$ cat src/rtl/axis_mash11_dsm_pkg.sv
// Shared constants, the code type and helpers for the MASH 1-1 modulator.
package mash_pkg;

    // Legal range of the combined modulator code.
    localparam int MASH_Y_MIN = -1;
    localparam int MASH_Y_MAX = 2;

    // Dither LFSR: x^16 + x^14 + x^13 + x^11 + 1, right-shifting Fibonacci form.
    // Polynomial exponents 16,14,13,11 map onto register bits 0,2,3,5.
    localparam int          LFSR_WIDTH = 16;
    localparam logic [15:0] LFSR_TAPS  = 16'h002D;

    // Three bits are enough for -1..+2.
    typedef logic signed [2:0] mash_code_t;

    // One LFSR step: the XOR of the tapped bits enters at the top.
    function automatic logic [LFSR_WIDTH-1:0] lfsr_step(input logic [LFSR_WIDTH-1:0] state);
        return {^(state & LFSR_TAPS), state[LFSR_WIDTH-1:1]};
    endfunction

    // Noise-cancelling combine: y = c1 + c2 - c2_delayed.
    function automatic mash_code_t mash_combine(input logic c1, input logic c2, input logic c2_d);
        mash_code_t a;
        mash_code_t b;
        mash_code_t c;
        a = {2'b00, c1};
        b = {2'b00, c2};
        c = {2'b00, c2_d};
        return a + b - c;
    endfunction

endpackage

$ cat src/rtl/axis_mash11_dsm_stage.sv
// First-order accumulator stage. acc/carry present the result of the add
// that will be committed on the next enabled edge, so a following stage can
// chain on the freshly updated residue within the same advance.
module mash_stage #(
    parameter int WIDTH = 16
) (
    input  logic             clk,
    input  logic             rst_n,
    input  logic             en,
    input  logic [WIDTH-1:0] x,
    input  logic             cin,
    output logic [WIDTH-1:0] acc,
    output logic             carry
);

    logic [WIDTH-1:0] acc_reg;
    logic [WIDTH:0]   sum_next;

    // Modular add; the bit above the residue is the stage's carry-out.
    always_comb begin
        sum_next = {1'b0, acc_reg} + {1'b0, x} + {{WIDTH{1'b0}}, cin};
    end

    assign acc   = sum_next[WIDTH-1:0];
    assign carry = sum_next[WIDTH];

    // Residue register, updated only when the modulator advances.
    always_ff @(posedge clk or negedge rst_n) begin
        if (!rst_n) begin
            acc_reg <= '0;
        end else if (en) begin
            acc_reg <= sum_next[WIDTH-1:0];
        end
    end

endmodule

$ cat src/rtl/axis_mash11_dsm.sv
// Second-order MASH 1-1 delta-sigma modulator with AXI-Stream ports.
// Each accepted signed sample is turned into offset binary, pushed through two
// cascaded accumulators, and the carries are combined into a -1..+2 code held
// in a single output register. OUT_WIDTH must be at least 3.
module axis_mash11_dsm
    import mash_pkg::*;
#(
    parameter int          WIDTH     = 16,
    parameter int          OUT_WIDTH = 5,
    parameter int          DITHER    = 0,
    parameter logic [15:0] LFSR_SEED = 16'hACE1
) (
    input  logic                 aclk,
    input  logic                 arst_n,
    input  logic [WIDTH-1:0]     s_axis_data_tdata,
    input  logic                 s_axis_data_tvalid,
    output logic                 s_axis_data_tready,
    output logic [OUT_WIDTH-1:0] m_axis_data_tdata,
    output logic                 m_axis_data_tvalid,
    input  logic                 m_axis_data_tready
);

    logic                 advance;
    logic [WIDTH-1:0]     u_offset;
    logic                 dither_bit;
    logic                 c2_d_reg;
    logic                 m_tvalid_reg;
    logic [OUT_WIDTH-1:0] m_tdata_reg;
    mash_code_t           y_code;
    logic [OUT_WIDTH-1:0] y_ext;

    logic [WIDTH-1:0] stage_x     [2];
    logic [WIDTH-1:0] stage_acc   [2];
    logic             stage_cin   [2];
    logic             stage_carry [2];

    // Single output register without a skid buffer: accept whenever the
    // current beat is leaving or there is no beat at all.
    assign s_axis_data_tready = m_axis_data_tready | ~m_tvalid_reg;
    assign advance            = s_axis_data_tvalid & s_axis_data_tready;

    // Signed sample to offset binary: flipping the sign bit adds 2^(WIDTH-1).
    assign u_offset = {~s_axis_data_tdata[WIDTH-1], s_axis_data_tdata[WIDTH-2:0]};

    // Optional dither: LFSR bit used as the stage-1 carry-in.
    generate
        if (DITHER != 0) begin : g_dither
            logic [LFSR_WIDTH-1:0] lfsr_reg;

            // LFSR steps once per accepted sample.
            always_ff @(posedge aclk or negedge arst_n) begin
                if (!arst_n) begin
                    lfsr_reg <= LFSR_SEED;
                end else if (advance) begin
                    lfsr_reg <= lfsr_step(lfsr_reg);
                end
            end

            assign dither_bit = lfsr_reg[0];
        end else begin : g_no_dither
            assign dither_bit = 1'b0;
        end
    endgenerate

    // Stage 1 integrates the input, stage 2 integrates stage 1's new residue.
    assign stage_x[0]   = u_offset;
    assign stage_cin[0] = dither_bit;
    assign stage_x[1]   = stage_acc[0];
    assign stage_cin[1] = 1'b0;

    generate
        for (genvar gi = 0; gi < 2; gi++) begin : g_stage
            mash_stage #(
                .WIDTH (WIDTH)
            ) u_stage (
                .clk   (aclk),
                .rst_n (arst_n),
                .en    (advance),
                .x     (stage_x[gi]),
                .cin   (stage_cin[gi]),
                .acc   (stage_acc[gi]),
                .carry (stage_carry[gi])
            );
        end
    endgenerate

    // The last stage's residue only feeds its own register.
    logic unused_last_residue;
    assign unused_last_residue = ^stage_acc[1];

    // Combine the carries and sign-extend to the output width.
    always_comb begin
        y_code = mash_combine(stage_carry[0], stage_carry[1], c2_d_reg);
        y_ext  = OUT_WIDTH'(y_code);
    end

    // Delayed stage-2 carry for the differentiator.
    always_ff @(posedge aclk or negedge arst_n) begin
        if (!arst_n) begin
            c2_d_reg <= 1'b0;
        end else if (advance) begin
            c2_d_reg <= stage_carry[1];
        end
    end

    // Output register: load on accept, clear when drained with nothing new.
    always_ff @(posedge aclk or negedge arst_n) begin
        if (!arst_n) begin
            m_tvalid_reg <= 1'b0;
            m_tdata_reg  <= '0;
        end else if (advance) begin
            m_tvalid_reg <= 1'b1;
            m_tdata_reg  <= y_ext;
        end else if (m_axis_data_tready) begin
            m_tvalid_reg <= 1'b0;
        end
    end

    assign m_axis_data_tdata  = m_tdata_reg;
    assign m_axis_data_tvalid = m_tvalid_reg;

endmodule

$ cat config.mk
export PLATFORM = sky130hd
export DESIGN_NAME = axis_mash11_dsm
export DESIGN_NICKNAME = d
export VERILOG_FILES = /design/src/rtl/axis_mash11_dsm_pkg.sv /design/src/rtl/axis_mash11_dsm_stage.sv /design/src/rtl/axis_mash11_dsm.sv
export SDC_FILE = /design/constraint.sdc
export NUM_CORES = 1
export LEC_CHECK = 0
export CAP_MARGIN = 30
export CORE_MARGIN = 8
export CORE_UTILIZATION = 31
export CTS_BUF_LIST = sky130_fd_sc_hd__clkbuf_8 sky130_fd_sc_hd__clkbuf_16
export DETAILED_ROUTE_END_ITERATION = 12
export PLACE_DENSITY = 0.5
export SLEW_MARGIN = 25
export SYNTH_ARGS = -nofsm -noshare
export SYNTH_HDL_FRONTEND = slang
export SYNTH_SLANG_ARGS = --single-unit
export TNS_END_PERCENT = 20
$ cat constraint.sdc
create_clock -name aclk -period 4.4 [get_ports aclk]
set_input_delay 0.88 -clock aclk [delete_from_list [all_inputs] [get_ports aclk]]
set_output_delay 0.88 -clock aclk [all_outputs]
set_load 0.01 [all_outputs]
==> run_results.csv <==
group,metric,value,unit
worst_setup_path,worst_setup_path_start_kind,"primary input",
clock_tree,worst_setup_hold_path_clk_slew,0.08,ns
clock_tree,clk-insertion-delay-late,0.29,ns
die,rows,35,
route,ant_nets,0,
synthesis,netlist_top_cells_area,"dfrtp_1, ha_1, nand2_1",
run,max_cap_viol_count,0,
die,fp.dieH,112,um
route,drtPass1Iterations,5,
clock_tree,inserted_clock_buffers,5,
sta,grt_setup_unrepaired,"false",
final_layout,flow.area_growth_from_synthesis,43.7,%
die,floorplan.die.width,112,um
die,starting_density_of_the_core,31.5,%
route,num_vias,2583,
worst_setup_path,critical_path_rt,4.58,ns
route,post-route-drc-count,0,
placement,pre_cts_ws,-0.551,ns
die,io_pins,27,
synthesis,share_of_the_yosys_chip_area_belonging_to_registers,32.3,%
synthesis,post_synth.cell_area_avg,8.76,um2
final_layout,num_antenna_cells,0,
sta,timing_worst_slew_pin_value,0.776,ns
synthesis,synth_area_leader_cell,"dfrtp_1",
final_layout,largest_register_ffs,32,
route,via_per_inst,4.85,
final_layout,fillerInstances,885,
worst_hold_path,min-delay-path-class,"primary input to asynchronous set/reset pin",
global_route,antenna_found_initial,0,
worst_setup_path,timing.critical_path.to_type,"flip-flop",
clock_tree,clockRootBuffer,"clkbuf_8",
global_route,globalRouteOverflowTotal,0,
sta,worst_slew_margin_rel,48.2,%
final_layout,drive_gt1_share,29.4,%
synthesis,post_synth_num_cell_types,41,
synthesis,yosysWarnings,0,
sta,layout_min_cycle_time,4.21,ns
worst_setup_path,critical_path_arrival,4.39,ns
synthesis,post-synth-top-area-fraction,32.3,%
status,run_status,"complete, no violations",
synthesis,ys.flop_type,"dfrtp_1",
placement,io_buf_count,26,
synthesis,synth_fp_nets,384,
global_route,grt.met2_usage,19.6,%
final_layout,sequential_cell_area,926,um2
worst_setup_path,crit_type,"primary input to flip-flop",
global_route,grt.busiest_layer,"met2",
clock_tree,clock-sinks,37,
synthesis,synth_cells,327,
synthesis,post_synth_instance_area,2870,um2
worst_setup_path,worstPathMaxFanout,4,
synthesis,synth-async-reset-ratio,100,%
global_route,grt_pass1_wl,12.4,mm
clock_tree,cts_tree,"yes",
die,core-area,9110,um2
sta,report.final.slew_viol_count,0,
global_route,grt_max_degree,38,
placement,globalplace.congestion,0.809,
sta,finalClockSkew,0.00608,ns
synthesis,synth_seq_cells,37,
final_layout,area_of_the_multi_input_gates,2100,um2
clock_tree,htreeDepth,2,
sta,final_hold_viol_count,0,
global_route,first_global_vias,2613,
sta,max_clock_freq,237,MHz
global_route,globalRouteMet1Util,15.8,%
clock_tree,clock_path_buffers,2,
route,drt_iter0_markers,166,
die,fp.dieArea,12600,um2
route,drt_wl_total,7.28,mm
synthesis,synth-edff-count,0,
sta,final.setup.worst_slack,0.189,ns
global_route,grt_util_met3,1.88,%
placement,detailedPlacementHpwl,5.43,mm
sta,setup_violations,0,
route,detail_route.wl_per_cell,13.7,um
global_route,grtUsageTotal,11.9,%
sta,final.period_utilization,95.7,%
final_layout,finish.net_count,478,
-- logic make-up (layout without fill, tap and decap cells) --
kind of cell / Yosys count / after routing / share of synthesized area [%]
and+or+nand+nor: 107 / 107 / 16.2
AOI/OAI and AO/OA: 96 / 96 / 20.8
adders and majority gates: 37 / 37 / 16.7
DFF: 37 / 37 / 32.3
xor gates and xnor gates: 24 / 24 / 7.34
buffers and inverters: 17 / 112 / 2.88
muxes: 9 / 9 / 3.76
-- cells in the mapped netlist (3+ instances only) --
| cell type | count |
|---|---|
| o21ai_1 | 6 |
| xor2_1 | 9 |
| o2111ai_1 | 3 |
| nand2b_1 | 4 |
| ha_1 | 35 |
| nor2_1 | 11 |
| o21a_1 | 6 |
| inv_1 | 6 |
| dfrtp_1 | 37 |
| clkbuf_1 | 7 |
| a31oi_1 | 5 |
| a21o_1 | 8 |
| mux2_2 | 6 |
| a21oi_1 | 31 |
| nor2b_1 | 5 |
| nand2_1 | 67 |
| o211ai_1 | 3 |
| and3_1 | 6 |
| nand3_1 | 7 |
| xnor2_1 | 15 |
| o21ai_0 | 21 |
| o21bai_1 | 3 |
-- area by class of cell --
type	count	area share [%]
well taps	111	3.37
clock inverters	1	0.122
repair buffers	98	20.1
flip-flops and latches	37	22.5
multi-input cells	273	51.1
inverters	6	0.547
clock buffers	7	2.34
-- what timing repair did --
item / CTS / global route
endpoints found under the setup margin: 3 / 3
hold endpoints to repair: 0 / 0
setup buffers: 7 / 9
pin swaps: 15 / 25
resized for setup: 11 / 34
hold buffers: 0 / 0
-- stage by stage --
stage               TNS (ns)  utilization, %  cell area, um2  cells  hold WS, ns
floorplan                  0               -            2880    327        0.450
global placement       -1.19            39.8            3630    508        0.466
global route               0            45.2            4120    533        0.440
finish                     0            45.2            4120    533        0.437
CTS                        0            42.2            3840    523        0.494
detailed placement     -1.46            39.8            3630    508        0.471
-- worst max-delay path, cell delays in order --
cell and delay (ns):
clkdlybuf4s50_1 0.41, ha_1 0.33, a21oi_2 0.16, o21ai_1 0.11, a31oi_4 0.20, buf_6 0.15
o21bai_4 0.07, xor2_1 0.25, ha_1 0.30, buf_4 0.16, and3_1 0.16, a311oi_2 0.34
ha_1 0.28, inv_1 0.06, ha_2 0.16, inv_2 0.05, ha_4 0.25, o21ai_1 0.06
-- worst paths after layout --
| kind | startpoint | endpoint | slack, ns | depth (start not counted) |
|---|---|---|---|---|
| min in group aclk | g_stage[1].u_stage.acc_reg[0] | g_stage[1].u_stage.acc_reg[0] | 0.49 | 2 |
| worst max register to register | g_stage[0].u_stage.acc_reg[0] | m_axis_data_tdata[1] | 0.47 | 20 |
| max in group asynchronous | arst_n | g_stage[0].u_stage.acc_reg[15] | 3.52 | 2 |
| worst max-delay path | s_axis_data_tdata[6] | m_axis_data_tdata[1] | 0.19 | 18 |
| worst min register to register | g_stage[1].u_stage.acc_reg[0] | g_stage[1].u_stage.acc_reg[0] | 0.49 | 2 |
| worst min-delay path | arst_n | g_stage[1].u_stage.acc_reg[11] | 0.44 | 1 |
-- metal layers --
| metal | vias up | routed length, um |
|---|---|---|
| met4 | 0 | 69 |
| met5 | - | 0 |
| met1 | 1202 | 3680 |
| met2 | 18 | 3360 |
| met3 | 5 | 174 |
| li1 | 1358 | - |
-- cell usage in the layout (no fill, tap or decap), types with 3 or more instances in the layout --
cell and n:
ha_1 27, buf_4 69, clkdlybuf4s50_1 19, inv_1 5, xor2_1 8, dlymetal6s2s_1 4
a21oi_2 6, and3_1 4, nand3_1 5, o21a_1 6, a21oi_1 24, nor2b_1 5
nand2_1 67, xnor2_1 12, o21ai_1 6, a31oi_1 4, a21o_1 8, dfrtp_1 37
o2111ai_1 3, mux2_2 6, o211ai_1 3, o21ai_0 19, ha_4 7, nor2_1 11
buf_6 3, nand2b_1 4, clkbuf_8 7
Power is left out: the tool's default activity adds up to more than one toggle a clock period on the data nets, which glitch-free logic cannot reach.
